**src/rtl/vmul_pkg.sv**
```systemverilog
// Shared definitions for the streaming byte multiplier.
//   BYTE_W  : operand / output byte width
//   PROD_W  : full product width
//   state_e : control FSM states
package vmul_pkg;

  localparam int BYTE_W = 8;
  localparam int PROD_W = 2 * BYTE_W;

  typedef enum logic [2:0] {
    IDLE   = 3'd0,
    LOAD_B = 3'd1,
    MUL    = 3'd2,
    SEND_0 = 3'd3,
    SEND_1 = 3'd4
  } state_e;

endpackage

```
**src/rtl/i8bit_mul.sv**
```systemverilog
// Combinational 8x8 unsigned multiplier.
//   a, b : operands
//   s    : product[7:0]
//   s1   : product[15:8]
module i8bit_mul
  import vmul_pkg::*;
(
  input  logic [BYTE_W-1:0] a,
  input  logic [BYTE_W-1:0] b,
  output logic [BYTE_W-1:0] s,
  output logic [BYTE_W-1:0] s1
);

  logic [PROD_W-1:0] p;

  assign p  = PROD_W'(a) * PROD_W'(b);
  assign s  = p[BYTE_W-1:0];
  assign s1 = p[PROD_W-1:BYTE_W];

endmodule

```
**src/rtl/vmul_stream_if.sv**
```systemverilog
// Streaming byte multiplier: accepts operand A then B on a valid/ready input
// stream, multiplies them (unsigned), and emits the 16-bit product as two
// bytes on a valid/ready output stream. One operation in flight at a time.
//   clk, rst_n          : clock, async active-low reset
//   ena                 : gates operand acceptance only
//   in_data/valid/ready : operand stream (A first, then B)
//   out_data/valid/ready: product byte stream
//   out_hi              : current out_data is product[15:8]
//   busy                : FSM not in IDLE
//   op_count            : completed products, wraps at 256
//   HI_FIRST            : 1 = send product high byte first
module vmul_stream_if
  import vmul_pkg::*;
#(
  parameter bit HI_FIRST = 1'b0
) (
  input  logic              clk,
  input  logic              rst_n,
  input  logic              ena,
  input  logic [BYTE_W-1:0] in_data,
  input  logic              in_valid,
  output logic              in_ready,
  output logic [BYTE_W-1:0] out_data,
  output logic              out_valid,
  input  logic              out_ready,
  output logic              out_hi,
  output logic              busy,
  output logic [BYTE_W-1:0] op_count
);

  state_e            state, state_nxt;
  logic [BYTE_W-1:0] a_q, b_q, cnt_q;
  logic [PROD_W-1:0] prod_q;
  logic [BYTE_W-1:0] mul_lo, mul_hi;
  logic              xfer;

  i8bit_mul u_mul (
    .a  (a_q),
    .b  (b_q),
    .s  (mul_lo),
    .s1 (mul_hi)
  );

  // rst_n is folded in so in_ready reads 0 while reset is held, even though
  // the state register already sits in IDLE.
  assign in_ready = rst_n & ena & ((state == IDLE) || (state == LOAD_B));
  assign xfer     = in_valid & in_ready;

  always_comb begin
    state_nxt = state;
    unique case (state)
      IDLE:    if (xfer)      state_nxt = LOAD_B;
      LOAD_B:  if (xfer)      state_nxt = MUL;
      MUL:                    state_nxt = SEND_0;
      SEND_0:  if (out_ready) state_nxt = SEND_1;
      SEND_1:  if (out_ready) state_nxt = IDLE;
      default:                state_nxt = IDLE;
    endcase
  end

  always_ff @(posedge clk or negedge rst_n) begin
    if (!rst_n) begin
      state  <= IDLE;
      a_q    <= '0;
      b_q    <= '0;
      prod_q <= '0;
      cnt_q  <= '0;
    end else begin
      state <= state_nxt;
      if (state == IDLE && xfer)   a_q    <= in_data;
      if (state == LOAD_B && xfer) b_q    <= in_data;
      if (state == MUL)            prod_q <= {mul_hi, mul_lo};
      if (state == SEND_1 && out_ready) cnt_q <= cnt_q + 8'd1;
    end
  end

  // Outputs decode from registered state/product only, so nothing on the
  // input side reaches out_* combinationally.
  always_comb begin
    out_valid = 1'b0;
    out_hi    = 1'b0;
    if (state == SEND_0) begin
      out_valid = 1'b1;
      out_hi    = HI_FIRST;
    end else if (state == SEND_1) begin
      out_valid = 1'b1;
      out_hi    = ~HI_FIRST;
    end
  end

  assign out_data = !out_valid ? '0 :
                    out_hi     ? prod_q[PROD_W-1:BYTE_W] : prod_q[BYTE_W-1:0];
  assign busy     = (state != IDLE);
  assign op_count = cnt_q;

endmodule

```
**config.mk**
```make
export PLATFORM = sky130hd
export DESIGN_NAME = vmul_stream_if
export DESIGN_NICKNAME = d
export VERILOG_FILES = /design/src/rtl/vmul_pkg.sv /design/src/rtl/i8bit_mul.sv /design/src/rtl/vmul_stream_if.sv
export SDC_FILE = /design/constraint.sdc
export NUM_CORES = 1
export LEC_CHECK = 0
export ABC_AREA = 1
export CAP_MARGIN = 15
export CORE_MARGIN = 2
export CORE_UTILIZATION = 50
export DETAILED_ROUTE_END_ITERATION = 12
export PLACE_DENSITY = 0.72
export SYNTH_ARGS = -nofsm -noshare
export SYNTH_HDL_FRONTEND = slang
export SYNTH_SLANG_ARGS = --single-unit
```
**constraint.sdc**
```tcl
create_clock -name clk -period 5.12 [get_ports clk]
set_input_delay 1.024 -clock clk [delete_from_list [all_inputs] [get_ports clk]]
set_output_delay 1.024 -clock clk [all_outputs]
set_load 0.05 [all_outputs]
```
=== After elaboration in Yosys (flattened, before gate mapping) ===
Index checks and enable logic that the tools add are counted.

* Input port bits: 13
* Logic and storage cells: 35
* Register bits: 43
* Output and inout port bits: 20

* Multiply operators: 1
* Add/subtract/negate cells: 1
* Reduce and logical (&&, ||, !) cells: 7
* Mux-type cells: 10
* Bitwise operators: 3
* Eq/ne operators: 8

{| class="wikitable"
|+ Operators with widths
! kind !! number
|-
| $mul A8 B8 Y16 || 1
|-
| $mux W8 || 2
|-
| $pmux W3 S5 || 1
|-
| $mux W3 || 4
|-
| $add A8 B1 Y8 const B || 1
|-
| $ne A2 B2 Y1 const B || 4
|-
| $eq A3 B2 Y1 const B || 2
|-
| $reduce_and A4 Y1 || 1
|-
| $and A1 B1 Y1 || 3
|-
| $eq A3 B1 Y1 const B || 1
|-
| $eq A3 B3 Y1 const B || 1
|-
| $logic_and A1 B1 Y1 || 3
|-
| $logic_not A3 Y1 || 1
|-
| $mux W1 || 3
|-
| $reduce_bool A3 Y1 || 1
|-
| $logic_or A1 B1 Y1 || 1
|}

=== Depth between registers and ports, before layout ===
Gate-level depths: netlist (run 1).

* Depth after elaboration: 6
* Mapped depth: 21
* Mapped depth without buffers: 20

=== Cells and area by module ===
Synthesis (run 1) repeated with hierarchy kept, for this count alone.

* Cell total of the unflattened synthesis: 584
* Area total of the unflattened synthesis: 4478.0 sq um

{| class="wikitable"
|+ By module, submodules not included
! module !! instances !! area each (sq um) !! cells each !! sequential area each (sq um)
|-
| i8bit_mul || 1 || 2396.0 || 375 || 0.0
|-
| vmul_stream_if || 1 || 2082.0 || 209 || 1076.0
|}

=== Worst setup path before layout (run 1) ===
No wires, ideal clock.

* Kind: reg-to-reg
* Start point: register a_q[0]
* End point: register prod_q[9]
* Path slack: 1.151 ns
* Path buffers: 1
* Stages on the path, launching flop included: 18
* Period minus slack after synthesis: 3.969 ns
* Data arrival time: 3.851 ns
* Setup time: 0.117 ns
* Data required time: 5.003 ns
* Cell sequence: dfrtp_1 clkbuf_1 nand2_1 fa_1 fa_1 inv_1 fa_1 inv_1 fa_1 inv_1 ha_1 nand2_1 inv_1 nand2_1 nand2_1 or2_2 nand3_1 nand2_1

* Word-level cells in the longest chain between the ends: 1

{| class="wikitable"
|+ Ends and longest elaborated chain
! what !! line !! source
|-
| start: declaration || vmul_stream_if.sv:32 || <nowiki>logic [BYTE_W-1:0] a_q, b_q, cnt_q;</nowiki>
|-
| start signal: assignment || vmul_stream_if.sv:70 || <nowiki>if (state == IDLE && xfer) a_q <= in_data;</nowiki>
|-
| $mul A8 B8 Y16 || i8bit_mul.sv:16 || <nowiki>assign p = PROD_W'(a) * PROD_W'(b);</nowiki>
|-
| end signal: assignment || vmul_stream_if.sv:72 || <nowiki>if (state == MUL) prod_q <= {mul_hi, mul_lo};</nowiki>
|-
| end: declaration || vmul_stream_if.sv:33 || <nowiki>logic [PROD_W-1:0] prod_q;</nowiki>
|}

No other way between the ends.
A chain may end at the register's enable or synchronous reset.

=== Worst setup path in the final report (run 1) ===
Ends and elaborated chain as after synthesis.

==> qor.yml, run 1 <==
clock_network:
  cts_tree: "done"
  cts.reportedPaths.clkPinSlew_ns: 0.08
  clk_latency_ns: 0.30
  ctsResizeCount: 0
  max-clock-path-buffers: 2
  htree_levels: 2
  cts_setup_buffers: 0
  cts-hold-fix-buffers: 0
  root_buffer: "clkbuf_8"
  numClockSinks: 43
  cts_made_buffers: 5
setup_path:
  endpoint_kind: "flop"
  critical_path_class: "flop to flop"
  crit_start: "a_q[0]$_DFFE_PN0P_"
  cp-start-kind: "flop"
  crit_fanout: 9
  r2r_start: "a_q[0]$_DFFE_PN0P_"
  required_ns: 5.31
  cp.arrival_ns: 4.38
place:
  placement.io_buffers: 32
  hpwl_um: 7200
  dp_cells: 708
  globalplace.congestion: 0.953
sta:
  max_freq_mhz: 238
  finalCritPeriodShare_pct: 82.0
  drv_slew: 0
  fin_worst_skew_ns: 0.00775
  worst_slew_pin_slew_ns: 0.736
  final.min_clock_period_ns: 4.20
  rsz0062_at_grt: "no"
  relSlewSlack_pct: 50.9
  hold_viol: 0
  setup_viol: 0
  finalSetupTns_ns: 0
final_layout:
  fillCellCount: 759
  mostFrequentLayoutCells: "178 x nand2_1, 155 x inv_1, 43 x dfrtp_1"
  final_layout_size_suffix_gt1_share_pct: 4.58
  syn2layout_area_growth_pct: 10.5
  antenna_cells: 0
  multi_input_area_sq_mm: 0.00253
  final_common_cell: "nand2_1"
  seq_area_sq_mm: 0.00108
  instances_no_fill: 716
  fin_nets: 696
power_and_ir_drop:
  p_leak_nw: 2.97
  irDropWorstVdd_mv: 0.343
  power_density_mw_per_mm2: 677
yosys:
  ys_ff_latch: 43
  syn_avg_cell_area_sq_um: 7.26
  yosysWarningCount: 0
  synth.net_count: 678
  syn-cell-area_sq_mm: 0.00430
  synth_seq_area_share_pct: 25.0
  syn_inst: 592
  ys_types: 29
route:
  wl_um: 8990
  via_count: 3553
  firstDrtPassIters: 6
  vias_per_cell: 4.96
  drt_iter0_drc: 162
  antenna_left: 0
  drcViolationCount: 0
  wl_per_cell_um: 12.6
global_routing:
  grt_pass1_wl_um: 16700
  grt_max_degree: 44
  antenna_found_initial: 0
  grt_overflow: 0
  grt_use_total_pct: 21.2
  first_global_vias: 3736
outcome:
  status: "completed"
die:
  start_util_pct: 52.0
  ios: 33
  die_x_um: 96.7
  coreArea_sq_mm: 0.00826
  die-area_sq_mm: 0.00935
  rows: 33
  die_y_um: 96.7
job:
  max_cap_viol_count: 0
worst_hold_path:
  holdCritStartpoint: "op_count[7]$_DFFE_PN0P_"
  hp-class: "flop to flop"
[per-layer routing]
layer | vias to the layer above | routed length, um | global-route usage [%]
li1 | 1756 | - | -
met1 | 1719 | 3910 | 26.7
met2 | 68 | 4600 | 38.7
met3 | 10 | 334 | 2.17
met4 | 0 | 144 | 5.63
met5 | - | 0 | 0
[cell usage after synthesis]
cell type	count	area share, %
inv_2	1	0.087
xor2_1	6	1.2
or2_1	1	0.15
clkbuf_1	18	1.6
nor3_2	1	0.23
dfrtp_1	43	25
a31oi_1	1	0.15
o21ai_2	8	1.6
a21oi_1	6	0.70
xnor2_1	5	1.0
nand3_2	1	0.23
nor2_1	28	2.4
nand4_1	6	0.87
ha_1	37	11
or2_2	1	0.15
buf_2	2	0.23
nand3_1	25	2.9
nand2_1	178	16
o22ai_1	1	0.15
and2_1	1	0.15
buf_6	1	0.26
buf_12	1	0.47
nand2_2	4	0.58
mux2_2	1	0.26
inv_1	155	14
o21ai_0	22	2.6
nand3b_1	1	0.17
fa_1	36	17
nor2_2	1	0.15
[final timing paths]
| check | end | slack [ns] | cells after the start |
|---|---|---|---|
| setup / recovery | prod_q[9]$_DFFE_PN0N_ | 0.92 | 16 |
| hold / removal | op_count[7]$_DFFE_PN0P_ | 0.47 | 1 |
| setup reg to reg | prod_q[9]$_DFFE_PN0N_ | 0.92 | 16 |
| hold reg to reg | op_count[7]$_DFFE_PN0P_ | 0.47 | 1 |
| max in group asynchronous | prod_q[15]$_DFFE_PN0N_ | 3.92 | 2 |
| min in group asynchronous | op_count[4]$_DFFE_PN0P_ | 0.82 | 2 |
[critical path: stages, from the launching register on]
cell and delay [ns]:
dfrtp_1 0.56, nand2_1 0.15, fa_1 0.54, fa_1 0.55
inv_1 0.05, fa_1 0.53, inv_1 0.05, fa_1 0.52
inv_1 0.04, ha_1 0.35, nand2_1 0.14, inv_1 0.06
nand2_1 0.06, nand2_1 0.06, or2_2 0.27, nand3_1 0.08
nand2_1 0.06
[logic make-up after synthesis]
kind of cell | after synthesis | synth area share [%]
fa+ha+maj | 73 | 27.5
xor+xnor | 11 | 2.24
buf+inv | 178 | 16.2
flops | 43 | 25.0
mux | 1 | 0.262
compound gates | 38 | 5.18
simple gates | 248 | 23.6
[power by group]
group / total (mW) / switching [mW] / internal (mW) / leakage, nW
logic: 2.28 / 1.42 / 0.857 / 2.37
registers: 0.693 / 0.225 / 0.469 / 0.556
clock network: 0.243 / 0.120 / 0.123 / 0.0505
[sequential cells by signal, summed over array words and instances (netlist names)]
signal,cells
prod_q,16
b_q,8
a_q,8
op_count,8
state,3
[layout make-up]
class	count	share of cell area [%]
inverters	156	12.3
repair buffers	33	6.80
flip-flops and latches	43	22.7
clock inverters	1	0.158
clock buffers	7	2.03
multi-input cells	371	53.2
well taps	105	2.77
[through the flow]
stage / instance area (sq um) / utilization [%] / setup WS, ns / hold WS [ns] / power (mW)
2_1_floorplan: 4300 / - / 1.15 / 0.444 / 2.43
3_3_place_gp: 4640 / 56.2 / 1.03 / 0.460 / 2.92
3_5_place_dp: 4640 / 56.2 / 0.946 / 0.461 / 2.98
4_1_cts: 4750 / 57.5 / 0.914 / 0.479 / 3.24
5_1_grt: 4750 / 57.5 / 0.676 / 0.490 / 3.66
6_report: 4750 / 57.5 / 0.923 / 0.473 / 3.22
(Power assumes the default switching activity.)
==> run 2, diff against run 1 <==
Settings changed: PLACE_DENSITY 0.72 to 0.75.
Clock period 5.12 ns to 3.4 ns, I/O delays scaled along.
==> run 2 against run 1 <==
Net effect: the run now ends with setup timing left; critical path depth rose by 2; cell count rose by 5.9%; sequential share of layout area fell by 2.3 points; critical endpoint is now prod_q[10]$_DFFE_PN0N_; highest routed layer unchanged.
==> qor.yml, run 2 (synthesized netlist as in run 1, its figures left out) <==
outcome:
  status: "complete, but fails checks"
  violations: "setup timing"
sta:
  worst_slew_pin_slew_ns: 0.762  # +0.0262 ns
  setup_viol: 10  # +10
  final.min_clock_period_ns: 3.81  # -0.388 ns
  rsz0062_at_grt: "yes"
  drv_slew: 0  # unchanged
  layout_setup_ws_ns: -0.409  # -1.33 ns
  hold_viol: 0  # unchanged
  max_freq_mhz: 263  # +10%
  finalSetupTns_ns: -2.71  # -2.71 ns
  relSlewSlack_pct: 49.2  # -1.7 points
  fin_worst_skew_ns: 0.0101  # +0.00234 ns
  finalCritPeriodShare_pct: 112  # +30 points
route:
  firstDrtPassIters: 4  # -2
  wl_um: 9960  # +11%
  wl_per_cell_um: 13.1  # +4.7%
  vias_per_cell: 4.95  # -0.28%
  drt_iter0_drc: 185  # +14%
  drcViolationCount: 0  # unchanged
  via_count: 3751  # +5.6%
  antenna_left: 0  # unchanged
final_layout:
  multi_input_area_sq_mm: 0.00280  # +11%
  syn2layout_area_growth_pct: 24.6
  seq_area_sq_mm: 0.00109  # +1.3%
  mostFrequentLayoutCells: "155 x nand2_1, 146 x inv_1, 38 x buf_4"
  postLayoutCoreUtil_pct: 64.8  # +7.3 points
  antenna_cells: 0  # unchanged
  largest_reg_flops: 16  # unchanged
  fillCellCount: 680  # -10%
  final_area_sq_mm: 0.00535  # +13%
  top_register: "prod_q"
  fin_nets: 738  # +6.0%
  final_common_cell: "nand2_1"
  final_layout_size_suffix_gt1_share_pct: 21.1  # +17 points
setup_path:
  endpoint_kind: "flop"
  crit_fanout: 6  # -3
  required_ns: 3.65  # -1.66 ns
  cp-start-kind: "flop"
  crit_chain: "nand2_1 -> inv_1 -> fa_1 -> fa_1 -> fa_1 -> inv_1 -> fa_1 -> inv_2 -> ha_4 -> nand2_2 -> inv_1 -> nand2_1 -> nand2_1 -> inv_1 -> nand2_1 -> xor2_1 -> nand2_1 -> nand2_1"
  crit_top_cell: "nand2_1"
  critical_path_class: "flop to flop"
  critPathMaxStageDelay_ns: 0.52  # -0.04 ns
  cp.arrival_ns: 4.06  # -0.32 ns
  crit_buf_inv: 5  # +1
  cp_top_family: "adder cells"
  slowest_stage: "fa_1"
place:
  postPlaceCellArea_sq_mm: 0.00501  # +7.9%
  hpwl_um: 7630  # +6.0%
  placement.io_buffers: 32  # unchanged
  globalplace.congestion: 0.903  # -5.3%
clock_network:
  htree_levels: 2  # unchanged
  root_buffer: "clkbuf_8"
  cts-hold-fix-buffers: 0  # unchanged
  cts_made_buffers: 5  # unchanged
  max-clock-path-buffers: 2  # unchanged
  clk_latency_ns: 0.32  # +0.02 ns
  cts_tree: "done"
  cts.reportedPaths.clkPinSlew_ns: 0.10  # +0.02 ns
  numClockSinks: 43  # unchanged
global_routing:
  grt_use_total_pct: 22.0  # +0.84 points
  grt_pass1_wl_um: 17200  # +3.0%
  first_global_vias: 3925  # +5.1%
  antenna_found_initial: 0  # unchanged
  grt_overflow: 0  # unchanged
  grt_max_degree: 44  # unchanged
job:
  max_cap_viol_count: 0  # unchanged
die:
  die_y_um: 96.7  # unchanged
  coreArea_sq_mm: 0.00826  # unchanged
  rows: 33  # unchanged
  die-area_sq_mm: 0.00935  # unchanged
  die_x_um: 96.7  # unchanged
  start_util_pct: 52.0  # unchanged
  ios: 33  # unchanged
worst_hold_path:
  hp-class: "input pin to asynchronous set/reset pin"
## run 2: cell count changes in the layout (fill, tap and decap cells not counted), sizes merged
cell,before,now
buf,2,45
clkbuf,7,5
clkdlybuf4s50,31,30
clkinvlp,1,2
inv,156,157
## run 2: through the flow
stage          hold WS, ns  setup slack (ns)  instances
5_1_grt              0.505            -0.562        758
4_1_cts              0.495            -0.378        754
3_5_place_dp         0.476            -0.430        743
3_3_place_gp         0.461            -0.396        743
6_report             0.464            -0.409        758
2_1_floorplan        0.384            -0.159        592
## run 2: final timing paths
| kind | depth (start not counted) | endpoint | from | slack, ns |
|---|---|---|---|---|
| max | 18 | prod_q[10]$_DFFE_PN0N_ | a_q[2]$_DFFE_PN0P_ | -0.41 |
| max reg2reg | 18 | prod_q[10]$_DFFE_PN0N_ | a_q[2]$_DFFE_PN0P_ | -0.41 |
| min reg2reg | 1 | op_count[7]$_DFFE_PN0P_ | op_count[7]$_DFFE_PN0P_ | 0.49 |
| min | 2 | b_q[0]$_DFFE_PN0P_ | rst_n | 0.46 |
| max in group asynchronous | 2 | a_q[3]$_DFFE_PN0P_ | rst_n | 2.52 |
| min in group clk | 1 | op_count[7]$_DFFE_PN0P_ | op_count[7]$_DFFE_PN0P_ | 0.49 |
## run 2: what timing repair did
action | 4_1_cts | 5_1_grt
setup buffers | 3 | 4
endpoints found under the setup margin | 11 | 11
cloned | 0 | 0
gates resized for setup | 40 | 23
pin swaps | 18 | 9
## run 2: layout make-up
cell class | count | share of cell area, %
clock buffer | 5 | 1.29
sequential | 43 | 20.4
inverter | 156 | 10.9
tap | 105 | 2.45
multi-input combinational | 371 | 52.2
timing repair buffer | 75 | 12.3
clock inverter | 3 | 0.444
## run 2: metal layers
metal / share of wire, % / vias up / global-route usage (%)
met5: 0 / - / 0
met4: 2.3 / 0 / 7.58
met3: 3.8 / 23 / 1.88
met2: 51 / 86 / 38.9
met1: 43 / 1792 / 28.4
li1: - / 1850 / -
Power of run 2 is not shown: default switching activity piles up to over one toggle a cycle in this logic, so the estimate is an artifact.
==> run 3, diff against run 2 <==
Settings changed: CAP_MARGIN 15 to 5.
==> results of run 3 <==
Final layout, timing and power as in run 2 (identical DEF).
Power of run 3 is left out for the same reason.
